===== src/rtl/comp_mem_ctrl.sv =====
// comp_mem_ctrl: sequencer for the systolic-array compensation-weight memory.
// The LOAD phase turns a (weight, valid, column-change) stream into RAM write
// strobes and addresses. The READ phase plays the stored entries back in
// column-major order, and stalls while the consumer applies backpressure.
//
// Ports:
//   clk, rst                 clock, synchronous active-high reset
//   load_start, rd_start     one-cycle command pulses
//   comp_weight, comp_valid  incoming weight stream
//   change_col               closes the current column after this cycle
//   rd_ready                 downstream accepts a read this cycle
//   wr_en/wr_addr/wr_data    RAM write port (registered)
//   rd_en/rd_addr/rd_col     RAM read port and the column being read (registered)
//   rd_last                  marks the read of address ROWS*COLS-1
//   load_done                level; the memory holds a complete load
//   busy                     high in LOAD or READ
//   err_ovf                  sticky; a weight arrived outside LOAD
//
// state | meaning
// IDLE  | waiting for load_start
// LOAD  | accepting weights and issuing writes
// DONE  | memory loaded; waiting for rd_start or a new load_start
// READ  | playing back entries under rd_ready
module comp_mem_ctrl #(
  parameter int ROWS = 3,
  parameter int COLS = 8,
  parameter int W    = 3,
  parameter int AW   = 5
) (
  input  logic                     clk,
  input  logic                     rst,
  input  logic                     load_start,
  input  logic [W-1:0]             comp_weight,
  input  logic                     comp_valid,
  input  logic                     change_col,
  input  logic                     rd_start,
  input  logic                     rd_ready,
  output logic                     wr_en,
  output logic [AW-1:0]            wr_addr,
  output logic [W-1:0]             wr_data,
  output logic                     rd_en,
  output logic [AW-1:0]            rd_addr,
  output logic [$clog2(COLS)-1:0]  rd_col,
  output logic                     rd_last,
  output logic                     load_done,
  output logic                     busy,
  output logic                     err_ovf
);

  localparam int CW = $clog2(COLS);
  localparam int RW = (ROWS > 1) ? $clog2(ROWS) : 1;
  localparam logic [AW-1:0] LAST_ADDR = AW'(ROWS * COLS - 1);

  typedef enum logic [1:0] {IDLE, LOAD, DONE, READ} state_t;

  state_t          state;
  logic [CW-1:0]   col;
  logic [RW-1:0]   row;
  logic [AW-1:0]   rd_cnt;
  logic [RW-1:0]   rd_row;
  logic [CW-1:0]   rd_ccol;

  logic [AW-1:0]   wr_idx;
  logic            col_end;
  logic            row_end;
  logic            rd_row_end;

  // Index built from the separate column/row counters; ROWS is constant so
  // the multiply reduces to shifts and adds.
  always_comb begin
    wr_idx     = AW'(col) * AW'(ROWS) + AW'(row);
    col_end    = (col == CW'(COLS - 1));
    row_end    = (row == RW'(ROWS - 1));
    rd_row_end = (rd_row == RW'(ROWS - 1));
  end

  assign busy = (state == LOAD) || (state == READ);

  always_ff @(posedge clk) begin
    if (rst) begin
      state     <= IDLE;
      col       <= '0;
      row       <= '0;
      rd_cnt    <= '0;
      rd_row    <= '0;
      rd_ccol   <= '0;
      wr_en     <= 1'b0;
      wr_addr   <= '0;
      wr_data   <= '0;
      rd_en     <= 1'b0;
      rd_addr   <= '0;
      rd_col    <= '0;
      rd_last   <= 1'b0;
      load_done <= 1'b0;
      err_ovf   <= 1'b0;
    end else begin
      wr_en   <= 1'b0;
      rd_en   <= 1'b0;
      rd_last <= 1'b0;
      case (state)
        IDLE: begin
          if (load_start) begin
            state   <= LOAD;
            col     <= '0;
            row     <= '0;
            err_ovf <= 1'b0;
          end else if (comp_valid) begin
            err_ovf <= 1'b1;
          end
        end
        LOAD: begin
          if (comp_valid) begin
            wr_en   <= 1'b1;
            wr_addr <= wr_idx;
            wr_data <= comp_weight;
          end
          // change_col closes the column whether or not a weight came with it.
          if (change_col || (comp_valid && row_end)) begin
            row <= '0;
            if (col_end) begin
              state     <= DONE;
              load_done <= 1'b1;
            end else begin
              col <= col + 1'b1;
            end
          end else if (comp_valid) begin
            row <= row + 1'b1;
          end
        end
        DONE: begin
          if (load_start) begin
            state     <= LOAD;
            load_done <= 1'b0;
            col       <= '0;
            row       <= '0;
            err_ovf   <= 1'b0;
          end else begin
            if (rd_start) begin
              state   <= READ;
              rd_cnt  <= '0;
              rd_row  <= '0;
              rd_ccol <= '0;
            end
            if (comp_valid) err_ovf <= 1'b1;
          end
        end
        READ: begin
          if (comp_valid) err_ovf <= 1'b1;
          if (rd_ready) begin
            rd_en   <= 1'b1;
            rd_addr <= rd_cnt;
            rd_col  <= rd_ccol;
            rd_last <= (rd_cnt == LAST_ADDR);
            if (rd_cnt == LAST_ADDR) begin
              state <= DONE;
            end else begin
              rd_cnt <= rd_cnt + 1'b1;
              if (rd_row_end) begin
                rd_row  <= '0;
                rd_ccol <= rd_ccol + 1'b1;
              end else begin
                rd_row <= rd_row + 1'b1;
              end
            end
          end
        end
        default: state <= IDLE;
      endcase
    end
  end

endmodule


===== config.mk =====
export PLATFORM = sky130hd
export DESIGN_NAME = comp_mem_ctrl
export DESIGN_NICKNAME = d
export VERILOG_FILES = /design/src/rtl/comp_mem_ctrl.sv
export SDC_FILE = /design/constraint.sdc
export NUM_CORES = 1
export LEC_CHECK = 0
export CORE_MARGIN = 2
export CORE_UTILIZATION = 50
export DETAILED_ROUTE_END_ITERATION = 8
export HOLD_SLACK_MARGIN = 0.08
export MAX_ROUTING_LAYER = met4
export PLACE_DENSITY = 0.86
export SLEW_MARGIN = 20
export SYNTH_ARGS = -nofsm -noshare
export SYNTH_HDL_FRONTEND = slang
export SYNTH_SLANG_ARGS = --single-unit

===== constraint.sdc =====
create_clock -name clk -period 2.7 [get_ports clk]
set_input_delay 0.54 -clock clk [delete_from_list [all_inputs] [get_ports clk]]
set_output_delay 0.54 -clock clk [all_outputs]
set_load 0.02 [all_outputs]

# Yosys cells after proc, flatten, opt, wreduce, memory -nomap -nowiden

Cells that the tools add are included.

Divide/modulo/power cells: 0
Equality and inequality tests: 21
Multipliers: 1
Order comparisons: 0
Shift-type cells: 0
Reductions and logical operators: 20
Add/sub/neg operators: 6
Bitwise gates (word level): 3
Mux-type cells: 42

Operators with widths:

| kind                                                                     | number |
|---|---|
| 2-bit two-way mux                                                        | 15 |
| 3-bit two-way mux                                                        | 8 |
| 5-bit two-way mux                                                        | 4 |
| 2-bit inequality test (second input constant)                            | 9 |
| 3-bit one-hot mux with 2 select lines                                    | 2 |
| 6-bit AND reduction                                                      | 2 |
| 5-bit one-hot mux with 2 select lines                                    | 1 |
| 2-bit == test (second input constant)                                    | 4 |
| 2-bit one-hot mux with 2 select lines                                    | 2 |
| 2-bit one-hot mux with 4 select lines                                    | 1 |
| 4-bit AND reduction                                                      | 2 |
| 2-bit nonzero test                                                       | 4 |
| 1-bit two-way mux                                                        | 7 |
| 3-bit by 1-bit adder with 3-bit output (second input constant)           | 2 |
| 2-bit by 1-bit inequality test with 1-bit output (second input constant) | 3 |
| 2-bit OR reduction                                                       | 3 |
| 5-bit by 1-bit adder with 5-bit output (second input constant)           | 1 |
| 5-bit by 2-bit adder with 5-bit output                                   | 1 |
| 5-bit == test (second input constant)                                    | 1 |
| 3-bit by 2-bit multiplier with 5-bit output (second input constant)      | 1 |
| 5-bit AND reduction                                                      | 1 |
| 2-bit by 1-bit adder with 2-bit output (second input constant)           | 2 |
| 1-bit one-hot mux with 2 select lines                                    | 2 |
| 2-bit AND reduction                                                      | 2 |
| other kinds (10)                                                         | 13 |

Flip-flop bits (word level): 38
Input bits: 10
ROM bits: 0
Memories kept: 0
Bits in latches: 0
Bits in writable memories: 0

# Depth between registers and ports, before layout

Gate-level depths: netlist of run 1.

Word-level depth: 5
Mapped depth: 9

# Worst setup path before layout of run 1

Ideal clock, no wire load.

Path type: register to register
Start point: register col[0]
End point: register wr_addr[3]
Path slack: 778 ps
Period minus slack after synthesis: 1922 ps
Cell stages (with the launch flop): 10
Buffers on the path: 0
Arrival time: 1851 ps
Path through: dfxtp_1 > inv_1 > fa_1 > inv_1 > ha_1 > inv_1 > fa_1 > xnor2_1 > nand2_1 > a21oi_1

Word-level cells in the longest chain between the ends: 2

RTL lines:

| item                                        | line | text |
|---|---|---|
| start: declaration                          | 57   | `logic [CW-1:0] col;` |
| start signal: assignment                    | 124  | `col <= col + 1'b1;` |
| 3-bit by 2-bit multiplier with 5-bit output | 71   | `wr_idx = AW'(col) * AW'(ROWS) + AW'(row);` |
| 5-bit by 2-bit adder with 5-bit output      | 71   |  |
| end signal: assignment                      | 114  | `wr_addr <= wr_idx;` |
| end: declaration                            | 39   | `output logic [AW-1:0] wr_addr,` |

Every way passes these cells.
A chain may end at the register's enable or synchronous reset.

# Final worst setup path of run 1

Start point: register state[0]
End point: output port busy

Word-level cells in the longest chain between the ends: 2
Elaborated cells on any way between the ends: 3
Those cells by class: 2 x eq/ne; 1 x reduce/logical

RTL lines:

| item                                                                             | line | text |
|---|---|---|
| start: declaration                                                               | 56   | `state_t state;` |
| start signal: assignment                                                         | 81   | `state <= IDLE;` |
| start signal: assignment                                                         | 103  | `state <= LOAD;` |
| start signal: assignment                                                         | 121  | `state <= DONE;` |
| 2-bit by 1-bit == test with 1-bit output / 2-bit == test (equally long branches) | 77   | `assign busy = (state == LOAD) \|\| (state == READ);` |
| 1-bit logical OR *                                                               | 77   |  |
| end: declaration                                                                 | 46   | `output logic busy,` |

Mark *: on every way between the ends. The rest lies on a longest branch, timed or not.

==> results by group, run 1 <==
Detailed routing
  • Via/cell ratio: 5.406
  • Residual DRC count: 0
  • Post-route ant nets: 0
  • Vias after detailed routing: 1503
  • DRT Wirelength: 3626 um
  • WL per Instance: 13.04 um
  • DR iter-0 viols: 111
  • DRT Pass-1 Iters: 4

STA
  • RSZ-0062 raised after global routing: false
  • Max Freq: 0.4380 GHz
  • Final hold vios: 0
  • Tmin final: 2.283 ns
  • Skew final: 0.004347 ns
  • Fin Setup TNS: 0 ns
  • Worst-margin pin slew: 0.5439 ns
  • Final Slew Violations: 0
  • Final setup viols: 0
  • Rel. slew slack: 63.46%
  • Tcrit/Tclk final: 84.56%

Finish
  • Final Net Count: 253
  • Fin cells: 278
  • Syn-to-layout area delta: 23.88%
  • Layout cells sized above 1: 6.466%
  • ANT cells: 0
  • Final core utilization: 64.38%

Yosys
  • Synth Instances: 202
  • Synth Area in Adders: 9.524%
  • Xor-xnor portion of the synthesized cell area: 0.5051%
  • Yosys reg bits: 38
  • Top FF cell, synth: dfxtp_1
  • Syn Std Cell Area: 1734 um^2
  • Warnings from Yosys: 0
  • Synth Area in Compound Gates: 13.64%
  • Top cells by count, synth: dfxtp_1 (38), nand2_1 (36), a21oi_1 (21), nor2_1 (15), ha_1 (10)
  • Main combinational cell family by area after synthesis: simple AND/OR/NAND/NOR gates
  • Post-Synth Simple-Gate Area: 26.12%
  • Sequential-to-total area share from yosys stat: 43.87%
  • Netlist cell types: 41
  • Syn avg cell area: 8.585 um^2
  • Synth top area share: 43.87%
  • Dominant cell by count in the synthesized netlist: dfxtp_1
  • Mux contribution to synthesized area: 1.876%
  • Area leader, netlist: dfxtp_1
  • Syn nets: 224
  • Post-synth EDFFs: 0
  • Fraction of registers with async set/reset: 0%
  • Top post-synthesis cells by area: dfxtp_1 (44%), nand2_1 (7.8%), ha_1 (7.2%), a21oi_1 (6.1%), nor2_1 (3.2%)

Critical path
  • Crit-path cells: clkdlybuf4s50_1
  • Critical path arrival: 1.74 ns
  • Slowest cell on the critical path: clkdlybuf4s50_1
  • CP Buf/Inv Count: 1
  • CP Launch Type: flip-flop
  • Critical path class: flip-flop to output port
  • Worst setup EP type: output port
  • Required time of the critical path: 2.16 ns
  • CP Depth: 1
  • Worst-path fanout max: 16
  • CP peak stage delay: 0.70 ns
  • Top cell family by delay on the critical path: buffers and inverters
  • Reg2Reg Depth: 9

Global routing
  • Antenna violations before repair: 0
  • Vias in the first global route: 1421
  • All-Layer GR Usage: 21.29%
  • Largest net degree at the start of global routing: 41
  • First-pass GRT wire length: 6417 um
  • Total gr overflow: 0

CTS
  • Worst-Skew Late Latency: 0.37 ns
  • Clock Path Buffers: 2
  • Clock Pin Slew Worst Setup and Hold Paths: 0.12 ns
  • Resized cells post-CTS: 0
  • CTS tree: yes
  • # Post-CTS Setup Buffers: 0
  • H-tree lvl count: 2
  • TritonCTS Buffers: 5
  • Root Buffer: clkbuf_4
  • Total clock sinks: 38
  • Post-CTS Hold Fix Bufs: 0

Run status
  • Status: finished, final reports clean

Floorplan
  • Core area: 3337 um^2
  • DIE HEIGHT: 62.89 um
  • Area of the die: 3955 um^2
  • Die W: 62.89 um
  • FP Rows: 21
  • I/O pin cnt: 32
  • Initial Utilization: 51.97%

Placement
  • Placed Cells: 270
  • HPWL after detailed placement: 2512 um
  • PortBufs: 31
  • Final Wtd Congestion: 0.8636

Power and ir drop
  • Max IR drop VDD: 0.0002856 V
  • PwrDens: 491.4 nW/um^2
  • P_leak: 0.0007917 uW

Min path
  • Worst hold stages: 2
  • Worst min path class: flip-flop to flip-flop

Job
  • # Max-Cap Violations: 0
[cell families (layout without fill, tap and decap cells)]
group                      after synthesis  count (layout)
and+or+nand+nor                         90              90
AOI/OAI and AO/OA                       39              39
DFF                                     38              38
buffers and inverters                   19              49
adders and majority gates               12              12
muxes                                    3               3
xor gates and xnor gates                 1               1
[final timing paths]
kind | endpoint | from | slack, ns
setup / recovery | busy | state[0]$_SDFFE_PP0P_ | 0.42
hold / removal | rd_col[2]$_SDFFE_PP0N_ | rd_col[2]$_SDFFE_PP0N_ | 0.46
setup reg to reg | wr_addr[3]$_SDFFE_PP0P_ | col[0]$_SDFFE_PP0P_ | 0.57
hold reg to reg | rd_col[2]$_SDFFE_PP0N_ | rd_col[2]$_SDFFE_PP0N_ | 0.46
[sequential cells by signal (all words and copies together) (netlist names), 2 cells and up]
name / flops
wr_data: 3
rd_addr: 5
row: 2
rd_row: 2
wr_addr: 5
rd_col: 3
rd_ccol: 3
state: 2
rd_cnt: 5
col: 3
[through the flow]
stage,hold WS (ns),cell area [um^2],power (uW),setup WS [ns]
floorplan,0.4427,1734,630.4,0.7781
global placement,0.4475,2066,666.0,0.5639
detailed placement,0.4494,2066,667.4,0.5048
CTS,0.4671,2148,1056,0.4241
global route,0.4880,2148,1101,0.3370
finish,0.4627,2148,1056,0.4168
[cells in the final DEF (no fill, tap or decap), types with 4 or more instances in the layout]
cell | netlist | layout
a211oi_1 | 4 | 4
a21oi_1 | 21 | 21
clkbuf_4 | 0 | 5
clkdlybuf4s50_1 | 0 | 31
dfxtp_1 | 38 | 38
ha_1 | 10 | 10
inv_1 | 9 | 9
nand2_1 | 36 | 36
nand3_1 | 6 | 6
nor2_1 | 15 | 15
nor3_1 | 5 | 5
[layout make-up]
cell class	count	area, um^2
Inverter	9	33.78
Tap cell	46	57.56
Sequential cell	38	760.7
Multi-Input combinational cell	145	895.9
Timing Repair Buffer	32	317.8
Clock buffer	5	37.54
Fill cell	310	1189
Clock inverter	3	45.04
[metal layers]
metal	share of wire, %	GRT usage [%]	vias up
met5	0	-	-
met4	2.6	13.06	0
met3	3.9	5.405	11
met2	47	32.45	39
met1	46	25.14	688
li1	-	-	765
[power by group]
part | total [uW] | leakage, uW | switching (uW) | internal [uW]
registers | 577 | 0.000307 | 8.66 | 568
clock network | 401 | 0.0000374 | 207 | 194
logic | 77.9 | 0.000447 | 41.5 | 36.4
total | 1060 | 0.000792 | 257 | 799
No activity file was read; power rests on OpenSTA's default activity.
==> run 2, diff against run 1 <==
==> constraint.sdc (replaced) <==
create_clock -name clk -period 2.13 [get_ports clk]
set_input_delay 0.426 -clock clk [delete_from_list [all_inputs] [get_ports clk]]
set_output_delay 0.426 -clock clk [all_outputs]
set_load 0.02 [all_outputs]
==> results by group, run 2 (synthesized netlist as in run 1, its figures left out) <==
Global routing
  • Vias in the first global route: 1465 (was 1421)
  • Total gr overflow: 0 (unchanged)
  • First-pass GRT wire length: 6375 um (was 6417 um)
  • All-Layer GR Usage: 20.38% (was 21.29%)
  • Largest net degree at the start of global routing: 41 (unchanged)
  • Antenna violations before repair: 0 (unchanged)

Critical path
  • Worst setup EP type: flip-flop (was output port)
  • Required time of the critical path: 2.41 ns (was 2.16 ns)
  • Critical path arrival: 2.37 ns (was 1.74 ns)
  • CP Launch Type: flip-flop (unchanged)
  • Worst reg2reg endpoint: wr_addr[3]$_SDFFE_PP0P_ (unchanged)
  • Reg2Reg Depth: 9 (unchanged)
  • Critical path class: flip-flop to flip-flop (was flip-flop to output port)
  • Worst setup endpoint: wr_addr[3]$_SDFFE_PP0P_ (was busy)
  • Launch point of the worst reg-to-reg path: col[0]$_SDFFE_PP0P_ (unchanged)
  • Worst-path fanout max: 5 (was 16)
  • Worst R2R Setup Slack: 0.04 ns (was 0.57 ns)
  • CP startpoint: col[0]$_SDFFE_PP0P_ (was state[0]$_SDFFE_PP0P_)

STA
  • Skew final: 0.01559 ns (was 0.004347 ns)
  • Tcrit/Tclk final: 98.13%
  • Rel. slew slack: 71.38% (was 63.46%)
  • Final Slew Violations: 0 (unchanged)
  • Final WS setup: 0.03980 ns (was 0.4168 ns)
  • Final setup viols: 0 (unchanged)
  • Worst-margin pin slew: 0.4288 ns (was 0.5439 ns)
  • Max Freq: 0.4784 GHz
  • Hold Slack: 0.4606 ns (was 0.4627 ns)
  • Final hold vios: 0 (unchanged)
  • Tmin final: 2.090 ns

Power and ir drop
  • Pwr Total: 1342 uW (was 1056 uW)
  • P_leak: 0.0008396 uW (was 0.0007917 uW)
  • Max IR drop VDD: 0.0004668 V (was 0.0002856 V)
  • PwrDens: 602.8 nW/um^2 (was 491.4 nW/um^2)

Run status
  • Status: finished, final reports clean (unchanged)

Floorplan
  • Initial Utilization: 51.97% (unchanged)
  • FP Rows: 21 (unchanged)
  • Die W: 62.89 um (unchanged)
  • I/O pin cnt: 32 (unchanged)
  • Area of the die: 3955 um^2 (unchanged)
  • Core area: 3337 um^2 (unchanged)
  • DIE HEIGHT: 62.89 um (unchanged)

Detailed routing
  • Post-route ant nets: 0 (unchanged)
  • DRT Pass-1 Iters: 4 (unchanged)
  • DRT Wirelength: 3677 um (was 3626 um)
  • Vias after detailed routing: 1551 (was 1503)
  • Via/cell ratio: 5.461 (was 5.406)
  • WL per Instance: 12.95 um (was 13.04 um)
  • DR iter-0 viols: 118 (was 111)
  • Residual DRC count: 0 (unchanged)

CTS
  • CTS tree: yes (unchanged)
  • Clock Path Buffers: 2 (unchanged)
  • H-tree lvl count: 2 (unchanged)
  • Clock Pin Slew Worst Setup and Hold Paths: 0.10 ns (was 0.12 ns)
  • Worst-Skew Late Latency: 0.35 ns (was 0.37 ns)
  • Post-CTS Hold Fix Bufs: 0 (unchanged)
  • TritonCTS Buffers: 5 (unchanged)
  • Root Buffer: clkbuf_4 (unchanged)
  • Total clock sinks: 38 (unchanged)

Min path
  • Worst min path class: flip-flop to flip-flop (unchanged)

Finish
  • Final Net Count: 260 (was 253)
  • ANT cells: 0 (unchanged)
  • Largest regs: rd_addr: 5 flops, rd_cnt: 5 flops, wr_addr: 5 flops (unchanged)
  • Layout cells sized above 1: 10.50% (was 6.466%)
  • Commonest cells after routing, fill and taps aside: nand2_1 (36), dfxtp_1 (36), clkdlybuf4s50_1 (31), a21oi_1 (20), nor2_1 (15) (was dfxtp_1 (38), nand2_1 (36), clkdlybuf4s50_1 (31), a21oi_1 (21), nor2_1 (15))
  • Layout fillers: 281 (was 310)
  • Fin cells: 284 (was 278)
  • Register Area: 765.7 um^2 (was 760.7 um^2)
  • Syn-to-layout area delta: 28.35% (was 23.88%)
  • Multi-input gate area: 904.6 um^2 (was 895.9 um^2)

Placement
  • Placed Cells: 277 (was 270)
  • PortBufs: 31 (unchanged)
  • Pre-CTS setup slack: 0.04039 ns (was 0.5048 ns)
  • Final Wtd Congestion: 0.8420 (was 0.8636)
  • HPWL after detailed placement: 2589 um (was 2512 um)

Job
  • # Max-Cap Violations: 0 (unchanged)
==> run 2: worst max-delay path, stage by stage, from the launching register on <==
cell     delay (ns)
dfxtp_4        0.38
inv_1          0.07
fa_1           0.50
inv_1          0.09
ha_1           0.17
inv_1          0.05
fa_1           0.38
xnor2_1        0.17
nand2_1        0.10
a21oi_2        0.14
==> run 2: worst min path at each step <==
| stage | from | end | cells after the start |
|---|---|---|---|
| 4_1_cts | rd_col[1]$_SDFFE_PP0N_ | rd_col[1]$_SDFFE_PP0N_ | 2 |
| 6_report | rd_addr[1]$_SDFFE_PP0N_ | rd_addr[1]$_SDFFE_PP0N_ | 2 |
| 3_3_place_gp | wr_addr[3]$_SDFFE_PP0P_ | wr_addr[3]$_SDFFE_PP0P_ | 2 |
| 2_1_floorplan | rd_ccol[2]$_SDFFE_PP0P_ | rd_col[2]$_SDFFE_PP0N_ | 2 |
| 5_1_grt | rd_addr[3]$_SDFFE_PP0N_ | rd_addr[3]$_SDFFE_PP0N_ | 2 |
| 3_5_place_dp | rd_col[1]$_SDFFE_PP0N_ | rd_col[1]$_SDFFE_PP0N_ | 2 |
==> run 2: report_power, final <==
group / switching, uW / internal (uW) / leakage, uW / total (uW)
registers: 9.14 / 719 / 0.000309 / 728
logic: 57.9 / 52.9 / 0.000487 / 111
clock network: 229 / 273 / 0.0000443 / 502
total: 296 / 1050 / 0.000840 / 1340
==> run 2: what timing repair did <==
action / 4_1_cts / 5_1_grt
pin swaps: 0 / 1
buffers inserted: 0 / 0
endpoints found under the setup margin: 1 / 2
gates resized for setup: 1 / 4
==> run 2: layout make-up <==
class                           instances  area share (%)
Inverter                                9           1.518
Multi-Input combinational cell        145           40.64
Timing Repair Buffer                   39           17.20
Clock buffer                            6           2.305
Clock inverter                          1           1.349
Sequential cell                        38           34.40
Tap cell                               46           2.586
==> run 2: metal layers <==
metal	up-vias	routed length, um	global-route usage, %
met5	-	0	-
met4	0	61	8.333
met3	8	162	4.324
met2	40	1706	31.38
met1	730	1746	25.99
li1	773	-	-
==> run 2: per-stage QoR <==
stage | instance area, um^2 | utilization [%] | setup TNS [ns]
2_1_floorplan | 1734 | - | 0
5_1_grt | 2226 | 66.70 | -0.07397
4_1_cts | 2213 | 66.33 | 0
3_3_place_gp | 2131 | 63.85 | 0
6_report | 2226 | 66.70 | 0
3_5_place_dp | 2131 | 63.85 | 0
==> run 3, diff against run 2 <==
--- a/config.mk
+++ b/config.mk
@@ -6,11 +6,12 @@
 export NUM_CORES = 1
 export LEC_CHECK = 0
 export CORE_MARGIN = 2
-export CORE_UTILIZATION = 50
+export CORE_UTILIZATION = 40
+export CTS_CLUSTER_DIAMETER = 50
 export DETAILED_ROUTE_END_ITERATION = 8
 export HOLD_SLACK_MARGIN = 0.08
 export MAX_ROUTING_LAYER = met4
-export PLACE_DENSITY = 0.86
+export PLACE_DENSITY = 0.73
 export SLEW_MARGIN = 20
 export SYNTH_ARGS = -nofsm -noshare
 export SYNTH_HDL_FRONTEND = slang
==> constraint.sdc (replaced) <==
create_clock -name clk -period 2.13 [get_ports clk]
set_input_delay 0.5325 -clock clk [delete_from_list [all_inputs] [get_ports clk]]
set_output_delay 0.5325 -clock clk [all_outputs]
set_load 0.02 [all_outputs]
==> results by group, run 3 (synthesized netlist as in run 1, its figures left out) <==
Run status
  • Status: finished, final reports clean (unchanged)

CTS
  • H-tree lvl count: 2 (unchanged)
  • Worst-Skew Late Latency: 0.29 ns (was 0.35 ns)
  • Clock Pin Slew Worst Setup and Hold Paths: 0.08 ns (was 0.10 ns)
  • TritonCTS Buffers: 5 (unchanged)
  • Clock Path Buffers: 2 (unchanged)
  • Total clock sinks: 38 (unchanged)
  • CTS tree: yes (unchanged)
  • Root Buffer: clkbuf_8 (was clkbuf_4)

Placement
  • Final Wtd Congestion: 0.8552 (was 0.8420)
  • Placed Cells: 283 (was 277)
  • HPWL after detailed placement: 2553 um (was 2589 um)
  • PortBufs: 31 (unchanged)

Min path
  • Worst min path class: flip-flop to flip-flop (unchanged)
  • Worst hold stages: 2 (unchanged)

Critical path
  • CP Launch Type: flip-flop (unchanged)
  • Reg2Reg Depth: 9 (unchanged)
  • Worst-path fanout max: 5 (unchanged)
  • Crit-path cells: inv_1 -> fa_1 -> inv_1 -> ha_1 -> inv_1 -> fa_1 -> xnor2_1 -> nand2_1 -> a21oi_1 (was inv_1 -> fa_1 -> inv_1 -> ha_1 -> inv_1 -> fa_1 -> xnor2_1 -> nand2_1 -> a21oi_2)
  • CP Buf/Inv Count: 3 (unchanged)
  • Worst setup EP type: flip-flop (unchanged)
  • CP peak stage delay: 0.46 ns (was 0.50 ns)
  • Critical path arrival: 2.22 ns (was 2.37 ns)
  • Critical path class: flip-flop to flip-flop (unchanged)
  • CP Depth: 9 (unchanged)
  • Slowest cell on the critical path: fa_1 (unchanged)
  • Most numerous cell on the critical path: inv_1 (unchanged)
  • Required time of the critical path: 2.35 ns (was 2.41 ns)
  • Top cell family by delay on the critical path: adder cells (unchanged)

STA
  • Worst-margin pin slew: 0.4305 ns (was 0.4288 ns)
  • RSZ-0062 raised after global routing: false
  • Rel. slew slack: 71.26% (was 71.38%)
  • Fin Setup TNS: 0 ns (unchanged)
  • Final Slew Violations: 0 (unchanged)
  • Final setup viols: 0 (unchanged)
  • Tcrit/Tclk final: 93.58% (was 98.13%)
  • Final hold vios: 0 (unchanged)
  • Max Freq: 0.5017 GHz (was 0.4784 GHz)
  • Skew final: 0.004636 ns (was 0.01559 ns)
  • Tmin final: 1.993 ns (was 2.090 ns)

Finish
  • Largest regs: rd_addr: 5 flops, rd_cnt: 5 flops, wr_addr: 5 flops (unchanged)
  • Commonest cells after routing, fill and taps aside: nand2_1 (36), dfxtp_1 (36), clkdlybuf4s50_1 (31), a21oi_1 (21), nor2_1 (15) (was nand2_1 (36), dfxtp_1 (36), clkdlybuf4s50_1 (31), a21oi_1 (20), nor2_1 (15))
  • Layout fillers: 393 (was 281)
  • Fin cells: 291 (was 284)
  • Register Area: 765.7 um^2 (unchanged)
  • Layout cells sized above 1: 10.79% (was 10.50%)
  • Multi-input gate area: 895.9 um^2 (was 904.6 um^2)
  • Final Net Count: 262 (was 260)
  • Syn-to-layout area delta: 32.25% (was 28.35%)
  • Final core utilization: 56.12% (was 66.70%)
  • ANT cells: 0 (unchanged)

Floorplan
  • Die W: 69.85 um (was 62.89 um)
  • Core area: 4086 um^2 (was 3337 um^2)
  • I/O pin cnt: 32 (unchanged)
  • DIE HEIGHT: 69.85 um (was 62.89 um)
  • Area of the die: 4878 um^2 (was 3955 um^2)
  • FP Rows: 23 (was 21)
  • Initial Utilization: 42.44% (was 51.97%)

Detailed routing
  • Post-route ant nets: 0 (unchanged)
  • Residual DRC count: 0 (unchanged)
  • DR iter-0 viols: 98 (was 118)
  • Vias after detailed routing: 1492 (was 1551)
  • Via/cell ratio: 5.127 (was 5.461)
  • DRT Pass-1 Iters: 4 (unchanged)
  • WL per Instance: 12.52 um (was 12.95 um)
  • DRT Wirelength: 3643 um (was 3677 um)

Global routing
  • Vias in the first global route: 1387 (was 1465)
  • First-pass GRT wire length: 6292 um (was 6375 um)
  • Antenna violations before repair: 0 (unchanged)
  • Largest net degree at the start of global routing: 41 (unchanged)
  • Total gr overflow: 0 (unchanged)
  • All-Layer GR Usage: 16.43% (was 20.38%)

Job
  • # Max-Cap Violations: 0 (unchanged)

Power and ir drop
  • Max IR drop VDD: 0.0004097 V (was 0.0004668 V)
  • PwrDens: 686.5 nW/um^2 (was 602.8 nW/um^2)
  • P_leak: 0.0008727 uW (was 0.0008396 uW)
run 3: through the flow:
stage / setup WS [ns] / cell area (um^2) / hold slack, ns / total power, uW
5_1_grt: 0.006602 / 2293 / 0.4830 / 1624
6_report: 0.1367 / 2293 / 0.4550 / 1574
3_5_place_dp: 0.04350 / 2151 / 0.4464 / 854.3
2_1_floorplan: 0.2081 / 1734 / 0.4427 / 799.0
4_1_cts: 0.02377 / 2288 / 0.4572 / 1588
3_3_place_gp: 0.1391 / 2151 / 0.4422 / 853.1
run 3: final timing paths:
kind,endpoint,start,slack (ns)
worst min-delay path,rd_addr[0]$_SDFFE_PP0N_,rd_addr[0]$_SDFFE_PP0N_,0.46
worst min register to register,rd_addr[0]$_SDFFE_PP0N_,rd_addr[0]$_SDFFE_PP0N_,0.46
worst max-delay path,wr_addr[3]$_SDFFE_PP0P_,col[0]$_SDFFE_PP0P_,0.14
worst max register to register,wr_addr[3]$_SDFFE_PP0P_,col[0]$_SDFFE_PP0P_,0.14
run 3: area by class of cell:
type                            instances  share of cell area [%]
Tap cell                               50                   2.728
Clock inverter                          3                   3.001
Timing Repair Buffer                   41                   17.35
Inverter                                9                   1.473
Multi-Input combinational cell        145                   39.06
Clock buffer                            5                   3.001
Sequential cell                        38                   33.39
run 3: what timing repair did:
action                     4_1_cts  5_1_grt
gates resized for setup          0        3
setup buffers                    0        0
hold buffers                     0        0
setup endpoints to repair        0        2
run 3: power by group:
part / switching [uW] / internal (uW)
registers: 5.91 / 719
logic: 59.3 / 52.6
clock network: 269 / 469
run 3: layer usage:
metal  vias up  part of all wire (%)  GRT usage [%]
li1        778                     -              -
met1       686                    49          20.84
met2        23                    45          25.19
met3         5                   3.5          4.506
met4         0                   1.7          5.769
met5         -                     0              -
run 3: worst min-delay path: stages, from the launching register on:
cell	delay, ns
dfxtp_1	0.31
nand2_1	0.05
a21oi_1	0.05
==> patch 1: new RTL, flow settings as in run 3 <==
Put one more register stage on the output `err_ovf`, with the module's reset. The value now appears one clock later. The other outputs are not delayed to match.
--- a/src/rtl/comp_mem_ctrl.sv
+++ b/src/rtl/comp_mem_ctrl.sv
@@ -54,4 +54,6 @@
   typedef enum logic [1:0] {IDLE, LOAD, DONE, READ} state_t;
 
+  logic err_ovf_s0;
+
   state_t          state;
   logic [CW-1:0]   col;
@@ -93,5 +95,5 @@
       rd_last   <= 1'b0;
       load_done <= 1'b0;
-      err_ovf   <= 1'b0;
+      err_ovf_s0 <= 1'b0;
     end else begin
       wr_en   <= 1'b0;
@@ -104,7 +106,7 @@
             col     <= '0;
             row     <= '0;
-            err_ovf <= 1'b0;
+            err_ovf_s0 <= 1'b0;
           end else if (comp_valid) begin
-            err_ovf <= 1'b1;
+            err_ovf_s0 <= 1'b1;
           end
         end
@@ -134,5 +136,5 @@
             col       <= '0;
             row       <= '0;
-            err_ovf   <= 1'b0;
+            err_ovf_s0 <= 1'b0;
           end else begin
             if (rd_start) begin
@@ -142,9 +144,9 @@
               rd_ccol <= '0;
             end
-            if (comp_valid) err_ovf <= 1'b1;
+            if (comp_valid) err_ovf_s0 <= 1'b1;
           end
         end
         READ: begin
-          if (comp_valid) err_ovf <= 1'b1;
+          if (comp_valid) err_ovf_s0 <= 1'b1;
           if (rd_ready) begin
             rd_en   <= 1'b1;
@@ -170,4 +172,12 @@
   end
 
+  always_ff @(posedge clk) begin
+    if (rst) begin
+      err_ovf <= '0;
+    end else begin
+      err_ovf <= err_ovf_s0;
+    end
+  end
+
 endmodule
 
Function: changed (a bounded check fails within 4 cycles, from zero or initial values and one cycle with rst high).
==> patch 1 against run 3 <==
- fmax is 1.1% higher
- design area unchanged
- worst hold slack better by 1.1 ps
- routed wire length shrank 0.49%
- area after synthesis up 4.7%
- sequential cell count up 1
- utilization is 3.5 points lower
- critical endpoint unchanged
- non-clock buffer count decreased by 3
- via count grew 3.8%
- power shrank 14%
- setup slack improved by 21 ps
==> patch 1: results (changes against run 3) <==
| Metric | Value |
|---|---|
| Status | finished clean |
| H-tree depth | 2 (unchanged) |
| Clk_skew | 3.28 ps (-1.36 ps) |
| Initial antenna violation count | 0 (unchanged) |
| Critical path's slowest cell | fa_1 |
| Synth Instances | 208 (+3.0%) |
| Clock buffer depth | 2 (unchanged) |
| Global-route usage over all layers | 16.0% (-0.44 points) |
| Worst hold stages | 2 (unchanged) |
| Crit path DAT | 2200 ps (-20 ps) |
| CTS buffer count | 5 (unchanged) |
| Leading cell types by total area after synthesis | dfxtp_1 (43%), nand2_1 (7.2%), ha_1 (6.9%), a21oi_1 (5.5%), o21ai_0 (2.8%) |
| Worst Reg-to-Reg Cells | 9 (unchanged) |
| Leakage Power | 0.881 nW (+0.94%) |
| Post-synth cell types | 37 (-9.8%) |
| Ant. Diodes | 0 (unchanged) |
| Final wirelength | 3630 um (-0.49%) |
| Peak supply drop | 0.418 mV (+2.0%) |
| Synth warnings | 0 (unchanged) |
| Seq/Total Area, Yosys | 43.0% (-0.86 points) |
| RR Startpoint | col[0] |
| Register-to-register setup slack | 160 ps (+20 ps) |
| CP max FO | 4 (-1) |
| Async SR Flop Fraction | 0% (unchanged) |
| Fillers | 416 (+5.9%) |
| Drt first pass iters | 4 (unchanged) |
| Root Buffer Master | clkbuf_8 |
| Layout cells sized above 1 | 9.09% (-1.7 points) |
| Synth Net Count | 230 (+2.7%) |
| Number of global-route vias before repair | 1465 (+5.6%) |
| Hold WC Path Type | flip-flop to flip-flop |
| Delay of the slowest cell on the worst path | 460 ps (about the same) |
| Worst Max-Slew Pin Slew | 459 ps (+28.8 ps) |
| Cell family with most CP delay | adder cells |
| Largest net degree at the start of global routing | 30 (-27%) |
| Dpl hpwl | 2640 um (+3.4%) |
| Buffers on Ports | 31 (unchanged) |
| Routed len/inst | 12.3 um (-1.5%) |
| Hold Path End | rd_addr[4] |
| Setup WS pre-CTS | 34.3 ps (-9.24 ps) |
| Post-cts resize count | 0 (unchanged) |
| Cells after DPL | 287 (+1.4%) |
| R2R Path End | wr_addr[3] |
| Initial drt markers | 61 (-38%) |
| Commonest cells in the netlist | dfxtp_1 (39), nand2_1 (35), a21oi_1 (20) |
| Setup repair bufs after CTS | 0 (unchanged) |
| Top Registers | rd_addr: 5 flops, rd_cnt: 5 flops, wr_addr: 5 flops |
| Vias per cell | 5.27 (+2.7%) |
| Gp weighted congestion | 0.827 (-3.3%) |
| HP Start | rd_addr[4] |
| Worst-path clk slew | around 70 ps |
| Worst skew pair latency | approximately 280 ps |
| # nets final | 264 (+0.76%) |
| First-pass GRT wire length | 6400 um (+1.7%) |
-- patch 1: where the power goes --
group	leakage, nW	switching [mW]	total, mW	internal [mW]
registers	0.316	0.00645	0.746	0.739
clock network	0.0470	0.236	0.489	0.254
logic	0.518	0.0651	0.121	0.0562
total	0.881	0.307	1.36	1.05
-- patch 1: worst register-to-register path, delay by kind of cell (launching register included) --
kind                       cells  cell delay (ps)
AOI/OAI and AO/OA              1              120
xor gates and xnor gates       1              160
adders and majority gates      3              990
buffers and inverters          3              200
DFF                            1              360
and+or+nand+nor                1               80
-- patch 1: routing by layer --
metal	global-route usage [%]	vias up	part of all wire, %
li1	-	799	-
met1	21.6	703	50
met2	23.7	41	43
met3	3.94	5	5.7
met4	5.03	0	1.4
met5	-	-	0
-- patch 1: cells by family after synthesis --
family / count (synthesis) / share of synthesized area [%]
compound gates: 46 / 15.4
buf+inv: 22 / 5.31
fa+ha+maj: 12 / 9.10
simple gates: 87 / 26.1
mux: 1 / 0.551
xor+xnor: 1 / 0.483
flops: 39 / 43.0
-- patch 1: layout make-up --
| cell class | count | area (um2) | share of cell area [%] |
|---|---|---|---|
| well taps | 52 | 65.1 | 2.84 |
| repair buffers | 38 | 375 | 16.4 |
| multi-input cells | 147 | 942 | 41.1 |
| clock inverters | 1 | 5.00 | 0.218 |
| inverters | 11 | 41.3 | 1.80 |
| flip-flops and latches | 39 | 782 | 34.1 |
| clock buffers | 6 | 82.6 | 3.60 |
-- patch 1: stage by stage --
stage,total power [mW],instance area (um2),hold slack (ps),util [%]
6_report,1.36,2290,456,52.7
5_1_grt,1.42,2290,480,52.7
4_1_cts,1.37,2290,460,52.6
3_5_place_dp,0.884,2200,449,50.5
3_3_place_gp,0.882,2200,443,50.5
2_1_floorplan,0.827,1820,439,-
-- patch 1: how the worst max path moves through the flow --
stage	startpoint	endpoint	slack [ps]
2_1_floorplan	col[0]	wr_addr[3]	230
3_3_place_gp	rd_ready	rd_ccol[2]	80
3_5_place_dp	change_col	col[0]	30
4_1_cts	col[0]	wr_addr[3]	60
5_1_grt	col[0]	wr_addr[3]	10
6_report	col[0]	wr_addr[3]	160
==> patch 2: new RTL, flow settings as in run 3 <==
Without the edit above. `ROWS`: 3 -> 6.
--- a/src/rtl/comp_mem_ctrl.sv
+++ b/src/rtl/comp_mem_ctrl.sv
@@ -23,5 +23,5 @@
 // READ  | playing back entries under rd_ready
 module comp_mem_ctrl #(
-  parameter int ROWS = 3,
+  parameter int ROWS = 6,
   parameter int COLS = 8,
   parameter int W    = 3,
Function: changed (Yosys sat finds a counterexample within 4 cycles, from zero or initial values and one cycle with rst high).
==> patch 2 against run 3 <==
- fmax up 3.4%
- critical endpoint is now rd_ccol[2]
- sequential cell count up 2
- power down 6.1%
- largest power group is now registers
- setup slack better by 65 ps
- largest cell class unchanged
- area after synthesis up 5.2%
- clock skew down 0.58 ps
- design area unchanged
- routed wire length up 2.6%
- first-iteration DRC count up 7.1%
- worst hold slack worse by 1.5 ps
- sequential share of layout area up 1.5 points
- final cell count up 3.4%
==> patch 2: results (changes against run 3) <==
| Metric | Value |
|---|---|
| Status | finished clean |
| # nets final | 269 (+2.7%) |
| Setup repair bufs after CTS | 0 (unchanged) |
| Post-synthesis adder-cell area fraction | 8.37% (-1.2 points) |
| Setup WS pre-CTS | 173 ps (+129 ps) |
| Vias per cell | 5.08 (-0.92%) |
| Mux contribution to synthesized area | 0.549% (-1.3 points) |
| Global-route usage over all layers | 16.6% (+0.18 points) |
| Post-cts resize count | 0 (unchanged) |
| DR vias | 1529 (+2.5%) |
| Layout cells sized above 1 | 7.23% (-3.6 points) |
| Ys flop type | dfxtp_1 |
| Dpl hpwl | 2600 um (+1.7%) |
| Ant. Diodes | 0 (unchanged) |
| Synth Net Count | 238 (+6.3%) |
| Worst Max-Slew Pin Slew | 479 ps (+48.5 ps) |
| Post-Synth XOR/XNOR Area | 1.44% (+0.94 points) |
| Peak supply drop | 0.402 mV (-2.0%) |
| Post-synthesis average cell area | 8.41 um2 (-2.1%) |
| Max Cap Violations | 0 (unchanged) |
| Clk_skew | 4.06 ps (-0.581 ps) |
| Leakage Power | 0.827 nW (-5.2%) |
| Initial antenna violation count | 0 (unchanged) |
| Post-synth cell types | 44 (+7.3%) |
| Critical path's slowest cell | and4b_1 |
| Number of global-route vias before repair | 1422 (+2.5%) |
| Delay of the slowest cell on the worst path | 360 ps (-100 ps) |
| Largest net degree at the start of global routing | 41 (unchanged) |
| Gp weighted congestion | 0.848 (-0.81%) |
| Worst skew pair latency | 290 ps (about the same) |
| Routed len/inst | 12.4 um (-0.80%) |
| Commonest cells in the netlist | nand2_1 (41), dfxtp_1 (40), a21oi_1 (29) |
| Cells after DPL | 293 (+3.5%) |
| Worst-path clk slew | roughly 70 ps |
| Leading cell types by total area after synthesis | dfxtp_1 (44%), nand2_1 (8.4%), a21oi_1 (8.0%), ha_1 (6.2%), nor2_1 (4.7%) |
| Post-synthesis compound-gate area fraction | 15.2% (+1.6 points) |
| Seq/Total Area, Yosys | 43.9% (about the same) |
| Area after DPL | 2190 um2 (+1.6%) |
| First-pass GRT wire length | 6470 um (+2.7%) |
| Crit path DAT | 2110 ps (-110 ps) |
| Initial drt markers | 105 (+7.1%) |
[patch 2: power by group]
| part | switching, mW | total, mW | leakage [nW] | internal, mW |
|---|---|---|---|---|
| combinational | 0.0610 | 0.112 | 0.449 | 0.0508 |
| sequential | 0.00619 | 0.763 | 0.323 | 0.757 |
| clock | 0.255 | 0.603 | 0.0552 | 0.348 |
| total | 0.322 | 1.48 | 0.827 | 1.16 |
[patch 2: area by class of cell]
type                            count  area (um2)
Timing Repair Buffer               35         353
Inverter                            9        33.8
Sequential cell                    40         801
Clock inverter                      2        35.0
Tap cell                           52        65.1
Multi-Input combinational cell    157         933
Clock buffer                        6        72.6
Fill cell                         419        2090
[patch 2: worst max-delay path: cells and delay by family (launching register included)]
| family | cells | cell delay, ps |
|---|---|---|
| fa+ha+maj | 2 | 460 |
| compound gates | 3 | 480 |
| simple gates | 2 | 540 |
| flops | 1 | 350 |
[patch 2: cell families (layout without fill, tap and decap cells)]
family	after synthesis	in the layout
buffers and inverters	20	52
flip-flops	40	40
adder cells (fa/ha/maj)	11	11
multiplexers	1	1
XOR/XNOR	3	3
AO/OA/AOI/OAI	46	46
AND/OR/NAND/NOR	96	96
[patch 2: final timing paths]
check | from | endpoint | slack, ps | cells past startpoint
setup / recovery | rd_cnt[0] | rd_ccol[2] | 200 | 7
hold reg to reg | rd_addr[4] | rd_addr[4] | 450 | 2
hold / removal | rd_addr[4] | rd_addr[4] | 450 | 2
setup reg to reg | rd_cnt[0] | rd_ccol[2] | 200 | 7
[patch 2: routing by layer]
layer  vias to the layer above  GRT usage, %  share of wire, %  wire [um]
met5                         -             -                 0          0
met4                         0          6.29               1.5         57
met3                         4          4.92               5.2        193
met2                        33          24.9                42       1570
met1                       687          21.2                51       1920
li1                        805             -                 -          -
